<file path="config.mk">
export PLATFORM = sky130hd
export DESIGN_NAME = opt_cmd_gen
export DESIGN_NICKNAME = d
export VERILOG_FILES = /design/src/rtl/opt_cmd_gen_pkg.sv /design/src/rtl/opt_cmd_gen_xorshift32.sv /design/src/rtl/opt_cmd_gen.sv
export SDC_FILE = /design/constraint.sdc
export NUM_CORES = 1
export LEC_CHECK = 0
export CAP_MARGIN = 20
export CORE_ASPECT_RATIO = 1.1
export CORE_MARGIN = 1
export CORE_UTILIZATION = 27
export DETAILED_ROUTE_END_ITERATION = 10
export PLACE_DENSITY_LB_ADDON = 0.08
export SLEW_MARGIN = 20
export SYNTH_ARGS = -nofsm -noshare
export SYNTH_HDL_FRONTEND = slang
export SYNTH_SLANG_ARGS = --single-unit
</file>
<file path="constraint.sdc">
create_clock -name clk -period 4.65 [get_ports clk]
set_input_delay 0.93 -clock clk [delete_from_list [all_inputs] [get_ports clk]]
set_output_delay 0.93 -clock clk [all_outputs]
set_load 0.005 [all_outputs]
</file>
<file path="src/rtl/opt_cmd_gen_pkg.sv">
// rtl/opt_cmd_gen_pkg.sv - shared types and constants for the opt_t command stream
package opt_cmd_gen_pkg;

   localparam int base_num  = 10;
   localparam int base_log  = 4;
   localparam int city_num  = 100;
   localparam int city_log  = 7;
   localparam int siter_log = 10;

   typedef enum logic [1:0] {
      TWO = 2'd0,
      OR0 = 2'd1,
      OR1 = 2'd2,
      THR = 2'd3
   } opt_command_t;

   typedef struct packed {
      logic [base_log-1:0] base_id;
      opt_command_t        com;
      logic [city_log-1:0] K;
      logic [city_log-1:0] L;
      logic [31:0]         r_metropolis;
      logic [31:0]         r_exchange;
   } opt_t;

   typedef enum logic [2:0] {
      IDLE,
      DRAW,
      RM,
      RX,
      SEND
   } opt_gen_state_t;

   function automatic logic [31:0] xorshift32_step(input logic [31:0] x);
      logic [31:0] v;
      v = x;
      v = v ^ (v << 13);
      v = v ^ (v >> 17);
      v = v ^ (v << 5);
      return v;
   endfunction

endpackage

</file>
<file path="src/rtl/opt_cmd_gen_xorshift32.sv">
// rtl/opt_cmd_gen_xorshift32.sv - xorshift32 PRNG; out is the word the next step will store
module xorshift32
   import opt_cmd_gen_pkg::*;
(
   input  logic        clk,
   input  logic        reset,
   input  logic        load,
   input  logic [31:0] seed,
   input  logic        step,
   output logic [31:0] out
);

   logic [31:0] state;

   // Exposing the stepped value lets the consumer use a fresh word in the same cycle it steps.
   assign out = xorshift32_step(state);

   always_ff @(posedge clk or posedge reset) begin
      if (reset) begin
         state <= 32'h1;
      end else if (load) begin
         state <= (seed == 32'h0) ? 32'h1 : seed;
      end else if (step) begin
         state <= out;
      end
   end

endmodule

</file>
<file path="src/rtl/opt_cmd_gen.sv">
// rtl/opt_cmd_gen.sv - opt_t command generator; OR-opt moves enabled by OPT_OR_EN
module opt_cmd_gen
   import opt_cmd_gen_pkg::*;
(
   input  logic               clk,
   input  logic               reset,
   input  logic               start,
   input  logic [31:0]        seed,
   input  logic [siter_log:0] siter,
   output logic               opt_valid,
   input  logic               opt_ready,
   output opt_t               opt_data,
   output logic               busy,
   output logic               done
);

   localparam logic [city_log-1:0]  city_max  = city_log'(city_num);
   localparam logic [base_log-1:0]  base_last = base_log'(base_num - 1);
   localparam logic [siter_log:0]   siter_one = (siter_log+1)'(1);

   opt_gen_state_t       state, state_nxt;
   logic [31:0]          word;
   logic                 prng_load, prng_step;
   logic [siter_log:0]   siter_r, sweep_cnt;
   logic                 handshake, last;
   logic                 reject;
   logic [city_log-1:0]  a, b, lo, hi, k_v, l_v;
   opt_command_t         com_dec;

   xorshift32 u_prng (
      .clk   (clk),
      .reset (reset),
      .load  (prng_load),
      .seed  (seed),
      .step  (prng_step),
      .out   (word)
   );

   always_comb begin
      a       = word[8:2];
      b       = word[15:9];
`ifdef OPT_OR_EN
      case (word[1:0])
         2'b10:   com_dec = OR0;
         2'b11:   com_dec = OR1;
         default: com_dec = TWO;
      endcase
`else
      com_dec = TWO;
`endif
      reject  = (a == '0) || (b == '0) || (a >= city_max) || (b >= city_max) || (a == b);
`ifdef OPT_OR_EN
      // An OR1 move needs a gap of at least two cities between its endpoints.
      if (com_dec == OR1 && ((a - b) == city_log'(1) || (b - a) == city_log'(1))) begin
         reject = 1'b1;
      end
`endif
      lo  = (a < b) ? a : b;
      hi  = (a < b) ? b : a;
      k_v = (com_dec == OR1) ? hi : lo;
      l_v = (com_dec == OR1) ? lo : hi;
   end

   assign handshake = opt_valid && opt_ready;
   assign last      = (opt_data.base_id == base_last) && (sweep_cnt == siter_r - siter_one);

   always_ff @(posedge clk or posedge reset) begin
      if (reset) begin
         state <= IDLE;
      end else begin
         state <= state_nxt;
      end
   end

   always_comb begin
      state_nxt = state;
      prng_load = 1'b0;
      prng_step = 1'b0;
      opt_valid = 1'b0;
      busy      = (state != IDLE);
      case (state)
         IDLE: begin
            if (start) begin
               prng_load = 1'b1;
               if (siter != '0) state_nxt = DRAW;
            end
         end
         DRAW: begin
            prng_step = 1'b1;
            if (!reject) state_nxt = RM;
         end
         RM: begin
            prng_step = 1'b1;
            state_nxt = RX;
         end
         RX: begin
            prng_step = 1'b1;
            state_nxt = SEND;
         end
         SEND: begin
            opt_valid = 1'b1;
            if (opt_ready) state_nxt = last ? IDLE : DRAW;
         end
         default: state_nxt = IDLE;
      endcase
   end

   always_ff @(posedge clk or posedge reset) begin
      if (reset) begin
         opt_data  <= '0;
         siter_r   <= '0;
         sweep_cnt <= '0;
         done      <= 1'b0;
      end else begin
         done <= 1'b0;
         case (state)
            IDLE: begin
               if (start) begin
                  siter_r          <= siter;
                  sweep_cnt        <= '0;
                  opt_data.base_id <= '0;
                  if (siter == '0) done <= 1'b1;
               end
            end
            DRAW: begin
               if (!reject) begin
                  opt_data.com <= com_dec;
                  opt_data.K   <= k_v;
                  opt_data.L   <= l_v;
               end
            end
            RM:   opt_data.r_metropolis <= word;
            RX:   opt_data.r_exchange   <= word;
            SEND: begin
               if (handshake) begin
                  if (opt_data.base_id == base_last) begin
                     opt_data.base_id <= '0;
                     sweep_cnt        <= sweep_cnt + siter_one;
                  end else begin
                     opt_data.base_id <= opt_data.base_id + base_log'(1);
                  end
                  if (last) done <= 1'b1;
               end
            end
            default: ;
         endcase
      end
   end

endmodule
</file>
* After elaboration in Yosys (flattened, before gate mapping) *
Index checks and enable logic that the tools add are counted.

word-level totals
  register bits after elaboration = 140
  bits of input ports = 47
  output and inout port bits = 87

operators by class
  add/sub/neg operators = 3
  magnitude comparators = 3
  eq/ne operators = 13
  muxes and demuxes = 28
  bitwise logic cells = 4
  reduce and logical (&&, ||, !) cells = 21

operator list
  operator               count
  $mux 32                3
  $xor 32x32->32         2
  $mux 11                3
  $logic_not 32->1       1
  $xor 32x15->32         1
  $pmux 11 s2            1
  $pmux 3 s5             1
  $ge 7x7->1 const B     2
  $logic_not 7->1        2
  $mux 7                 2
  $mux 3                 4
  $mux 4                 3
  $ne 2x2->1 const B     6
  $add 11x1->11 const B  1
  $eq 11x11->1           1
  $logic_not 11->1       1
  $reduce_bool 11->1     1
  $sub 11x1->11 const B  1
  $mux 1                 9
  $pmux 4 s2             1
  $reduce_and 4->1       2
  $eq 7x7->1             1
  $lt 7x7->1             1
  $eq 3x2->1 const B     2
  14 further kinds       20

* Longest topological paths before layout *
  depth in word-level cells = 10
  depth in mapped cells = 14
  mapped depth without buffers = 13

* Modules after synthesis *
A second synthesis with hierarchy kept.

second synthesis, totals
  cells, all modules = 684
  area, all modules = 7,494.7 um2

modules (own cells, without submodules)
  module       instances  cells an instance  area an instance (um2)
  opt_cmd_gen  1          454                5,107.4
  xorshift32   1          230                2,387.3

* Worst setup path before layout *
Ideal clock, no wire load.

  kind = reg2reg
  start point = reg u_prng.state[8]
  end point = reg opt_data[68] (netlist name)
  arrival = 3,444 ps
  setup slack = 1,081 ps
  cell stages (with the launch flop) = 15
  clock period less this slack = 3,569 ps
  path through = dfrtp_1 -> xnor2_1 -> xor2_1 -> inv_1 -> xnor2_1 -> inv_1 -> ha_1 -> nor2b_1 -> o21a_1 -> o21a_1 -> o21ai_0 -> a21oi_1 -> clkbuf_1 -> mux2i_1 -> mux2_4

between the ends
  longest elaborated chain between the ends = 10
  elaborated cells on any way between the ends = 16
  classes of those cells = order compare (3); eq/ne (1); mux (1); bitwise (4); reduce/logical (7)

ends and longest elaborated chain
  element                                                             RTL line                      source
  start: declaration                                                  opt_cmd_gen_xorshift32.sv:13  logic [31:0] state;
  start signal: assignment                                            opt_cmd_gen_xorshift32.sv:22  state <= (seed == 32'h0) ? 32'h1 : seed;
  start signal: assignment                                            opt_cmd_gen_xorshift32.sv:24  state <= out;
  $xor 32x32->32 *                                                    opt_cmd_gen_pkg.sv:37         v = v ^ (v << 13);
  $xor 32x15->32 *                                                    opt_cmd_gen_pkg.sv:38         v = v ^ (v >> 17);
  $xor 32x32->32 *                                                    opt_cmd_gen_pkg.sv:39         v = v ^ (v << 5);
  via u_prng.out[4]                                                   opt_cmd_gen_xorshift32.sv:10  output logic [31:0] out
  parallel branches: the longest is 7 deep, another holds $ge 7x7->1  -
  end: declaration                                                    opt_cmd_gen.sv:12             output opt_t opt_data,

Mark *: on every way through the listed nets, which the timed path passes.
A chain may end at the register's enable or synchronous reset.

* Worst setup path after layout *
  start point = reg u_prng.state[8]
  end point = reg opt_data[72] (netlist name)

Same word-level chain as after synthesis.

==> summary by stage <==
Floorplan
In this run the vertical extent of the chip is 173 um. Measured along the x axis, the die boundary spans 157 um. The initial utilization of the core area, before any placement, comes to 27.4%.

The die covers 27100 um2. The placeable core region is 26100 um2. In this run the core area contains 62 standard-cell rows.

134 I/O pins were placed.

Final layout
The repair_antennas step left the layout with diodes totalling 0. The filler cell count in the final layout is 2684. The signed area change from the synthesized netlist to the final layout is 32.1%. The count of nets after finishing is 910. The number of cells in the finished layout apart from fillers is 1216. The fraction of final layout cells with drive strength greater than 1 is 9.49%.

Clock tree
The number of hold buffers added after CTS is 0. Buffers inserted during clock tree synthesis total 17. The clock slew seen by the registers of the worst setup and hold paths is 0.06 ns.

In this run the number of H-tree levels came out at 4. The post-cts sizing count is 0. The CTS tree is built. The clock network latency to the later pin of the worst-skew pair is 0.41 ns.

Once the clock tree was built, the setup fixing pass inserted 0 buffers. The maximum clock path buffer count is 2. The root buffer selected by CTS is sky130_fd_sc_hd__clkbuf_16.

The clock net in this run drives a total of 140 sinks.

Critical path
The endpoint of the worst-slack reg-to-reg timing path is opt_data[72]. The depth of the worst register-to-register path is 12. The critical path is of the reg -> reg type. The first element of the critical path is u_prng.state[8]. The data arrival time of the worst path is 4.46 ns. The type of element capturing the critical path is a flop. STA classifies the critical path startpoint as a flop. The worst register-to-register path has a setup slack of 0.49 ns. The startpoint identified for the worst register-to-register timing path is u_prng.state[8]. The worst setup path endpoint is opt_data[72]. The maximum fanout along the worst path is 14. At the worst endpoint, the required time is 4.95 ns.

STA
The number of slew-limit violations in the final report came to 0. Setup violations remaining at the end of the flow were counted as 0. The final count of hold timing violations is 0. Of the available clock period, the critical path in the final layout requires 89.5%. Setup repair after global routing left no endpoint under its margin.

Derived from the worst setup path, the maximum achievable clock frequency is 240 MHz. After routing, the total negative slack on setup checks comes to 0 ns. Measured against its own limit, the worst slew margin works out to 30.1%.

At the pin with the least slew margin, the transition time is 1.05 ns. Clock skew on the completed layout was measured at 0.00695 ns. The final period demand of the worst path is 4.16 ns.

GRT
The total overflow left after global routing is 0. The global-route usage over all layers is 17.3%. The number of antenna violations at the first check in global routing came to 0.

Entering global routing, the biggest net connects 84 pins. The number of global-route vias before repair is 5812. The first global-routing pass estimated 34.9 mm of wire.

Flow run
Across the run, the number of max-cap violations was 0.

Synth
Counting flops with a built-in enable in the synthesized netlist gives 0. In the synthesized netlist, the number of instances is 727. The number of unique standard cell types used by synthesis is 55.

In this run the cell area of the synthesized design comes to 7150 um2. Yosys printed 0 warnings. The part of the Yosys area used for sequential elements is 49.0%.

In this run, synthesis produced a sequential element count of 140. In the synthesized netlist the async set-or-reset flop fraction comes to 100%. The most used flip-flop cell after synthesis is sky130_fd_sc_hd__dfrtp_1. The average cell area after synthesis is 9.84 um2.

Routing
The residual antenna-violating net count after detailed routing is 0. The final layout contains routed wiring with a total length of 22.5 mm. The number of vias per cell is 4.63. For this run, the detailed router's first-pass iteration total came to 5.

The routed wire length per instance is 18.5 um. The DRC violation count after routing is 0. For this block, the initial DRC count from the detailed router was 274. The via count is 5628.

Place
The number of instances in the placed design is 1185. The post-DP HPWL is 16.7 mm. The global placer's final weighted congestion is 0.845. The quantity of I/O buffers inserted on ports is 131.

Hold path
The tightest min-delay check is of the reg -> reg type.

Outcome
The flow ran to the end, and the final reports show no timing, DRC or antenna violations.
==> state kept, by name (all words and copies together) (netlist names) <==
| signal | flops |
|---|---|
| state | 3 |
| done | 1 |
| sweep_cnt | 11 |
| u_prng.state | 32 |
| opt_data | 82 |
| siter_r | 11 |
==> synthesized netlist by cell type (all sizes together), types with 9 or more instances <==
cell      n  share of area [%]
xor2     28                3.5
mux2     23                4.1
nand2   109                5.7
xnor2    55                6.7
ha       11                1.9
mux2i    17                2.4
a21oi    32                2.2
dfrtp   139                 49
nor3     11               0.77
inv      14               0.73
nor4     11               0.96
o21ai   108                7.6
clkbuf   32                1.7
nand4     9               0.79
nor2     54                2.8
==> worst min-delay path by stage <==
stage	from	to	slack [ns]	cells past startpoint
floorplan	u_prng.state[21]	u_prng.state[21]	0.47	2
finish	opt_data[49]	opt_data[49]	0.48	2
global route	opt_data[17]	opt_data[17]	0.51	2
CTS	opt_data[49]	opt_data[49]	0.48	2
detailed placement	opt_data[49]	opt_data[49]	0.47	2
global placement	opt_data[49]	opt_data[49]	0.46	2
==> layout make-up <==
| class | count | area [um2] | share of cell area (%) |
|---|---|---|---|
| multi-input cells | 534 | 3430 | 36.3 |
| inverters | 14 | 56.3 | 0.596 |
| well taps | 352 | 440 | 4.66 |
| clock inverters | 14 | 169 | 1.79 |
| repair buffers | 145 | 1430 | 15.1 |
| clock buffers | 17 | 425 | 4.50 |
| flip-flops and latches | 140 | 3500 | 37.1 |
==> through the flow <==
step / util [%] / setup slack (ns) / hold slack (ns) / cell area [um2]
final: 36.3 / 0.488 / 0.476 / 9450
after global routing: 36.3 / 0.261 / 0.512 / 9450
after CTS: 36.2 / 0.491 / 0.483 / 9450
after detailed placement: 34.0 / 0.476 / 0.470 / 8850
after global placement: 33.9 / 0.727 / 0.461 / 8840
after floorplan: - / 1.08 / 0.470 / 7160
==> per-layer routing <==
layer	GRT usage [%]	wire length (um)	up-vias
met4	5.02	323	0
met5	0	0	-
met2	30.1	11700	118
met3	3.23	788	19
li1	-	-	2734
met1	21.5	9730	2757
==> placed cells by master (no fill, tap or decap), types with 5 or more instances in the layout <==
master / n
sky130_fd_sc_hd__a21oi_1: 32
sky130_fd_sc_hd__and3_1: 5
sky130_fd_sc_hd__buf_4: 12
sky130_fd_sc_hd__clkbuf_16: 17
sky130_fd_sc_hd__clkdlybuf4s50_1: 131
sky130_fd_sc_hd__dfrtp_1: 139
sky130_fd_sc_hd__ha_1: 11
sky130_fd_sc_hd__inv_1: 13
sky130_fd_sc_hd__mux2_2: 13
sky130_fd_sc_hd__mux2_4: 10
sky130_fd_sc_hd__mux2i_1: 17
sky130_fd_sc_hd__nand2_1: 109
sky130_fd_sc_hd__nand3_1: 8
sky130_fd_sc_hd__nand4_1: 9
sky130_fd_sc_hd__nor2_1: 53
sky130_fd_sc_hd__nor3_1: 11
sky130_fd_sc_hd__nor4_1: 11
sky130_fd_sc_hd__o21ai_0: 107
sky130_fd_sc_hd__xnor2_1: 55
sky130_fd_sc_hd__xor2_1: 27
==> worst max-delay path: stages (launching register included) <==
cell and delay (ns):
sky130_fd_sc_hd__dfrtp_1 0.40, sky130_fd_sc_hd__xnor2_1 0.40, sky130_fd_sc_hd__xor2_1 0.18, sky130_fd_sc_hd__buf_4 0.18, sky130_fd_sc_hd__inv_1 0.10, sky130_fd_sc_hd__xnor2_1 0.52
sky130_fd_sc_hd__inv_1 0.10, sky130_fd_sc_hd__ha_1 0.32, sky130_fd_sc_hd__and4_1 0.21, sky130_fd_sc_hd__nand4_1 0.09, sky130_fd_sc_hd__o2111ai_1 0.19, sky130_fd_sc_hd__or4b_1 0.91
sky130_fd_sc_hd__mux2_4 0.43
==> cell families (layout without fill, tap and decap cells) <==
group / count (synthesis) / in the layout / synth area share, %
XOR/XNOR: 90 / 90 / 12.5
buffers and inverters: 54 / 190 / 3.39
AND/OR/NAND/NOR: 229 / 229 / 14.3
other: 1 / 2 / 0.0524
flip-flops: 140 / 140 / 49.0
AO/OA/AOI/OAI: 162 / 162 / 12.2
multiplexers: 40 / 40 / 6.53
adder cells (fa/ha/maj): 11 / 11 / 1.92
Power is left out: the tool's default activity adds up to more than one toggle a clock period on the data nets, which glitch-free logic cannot reach.
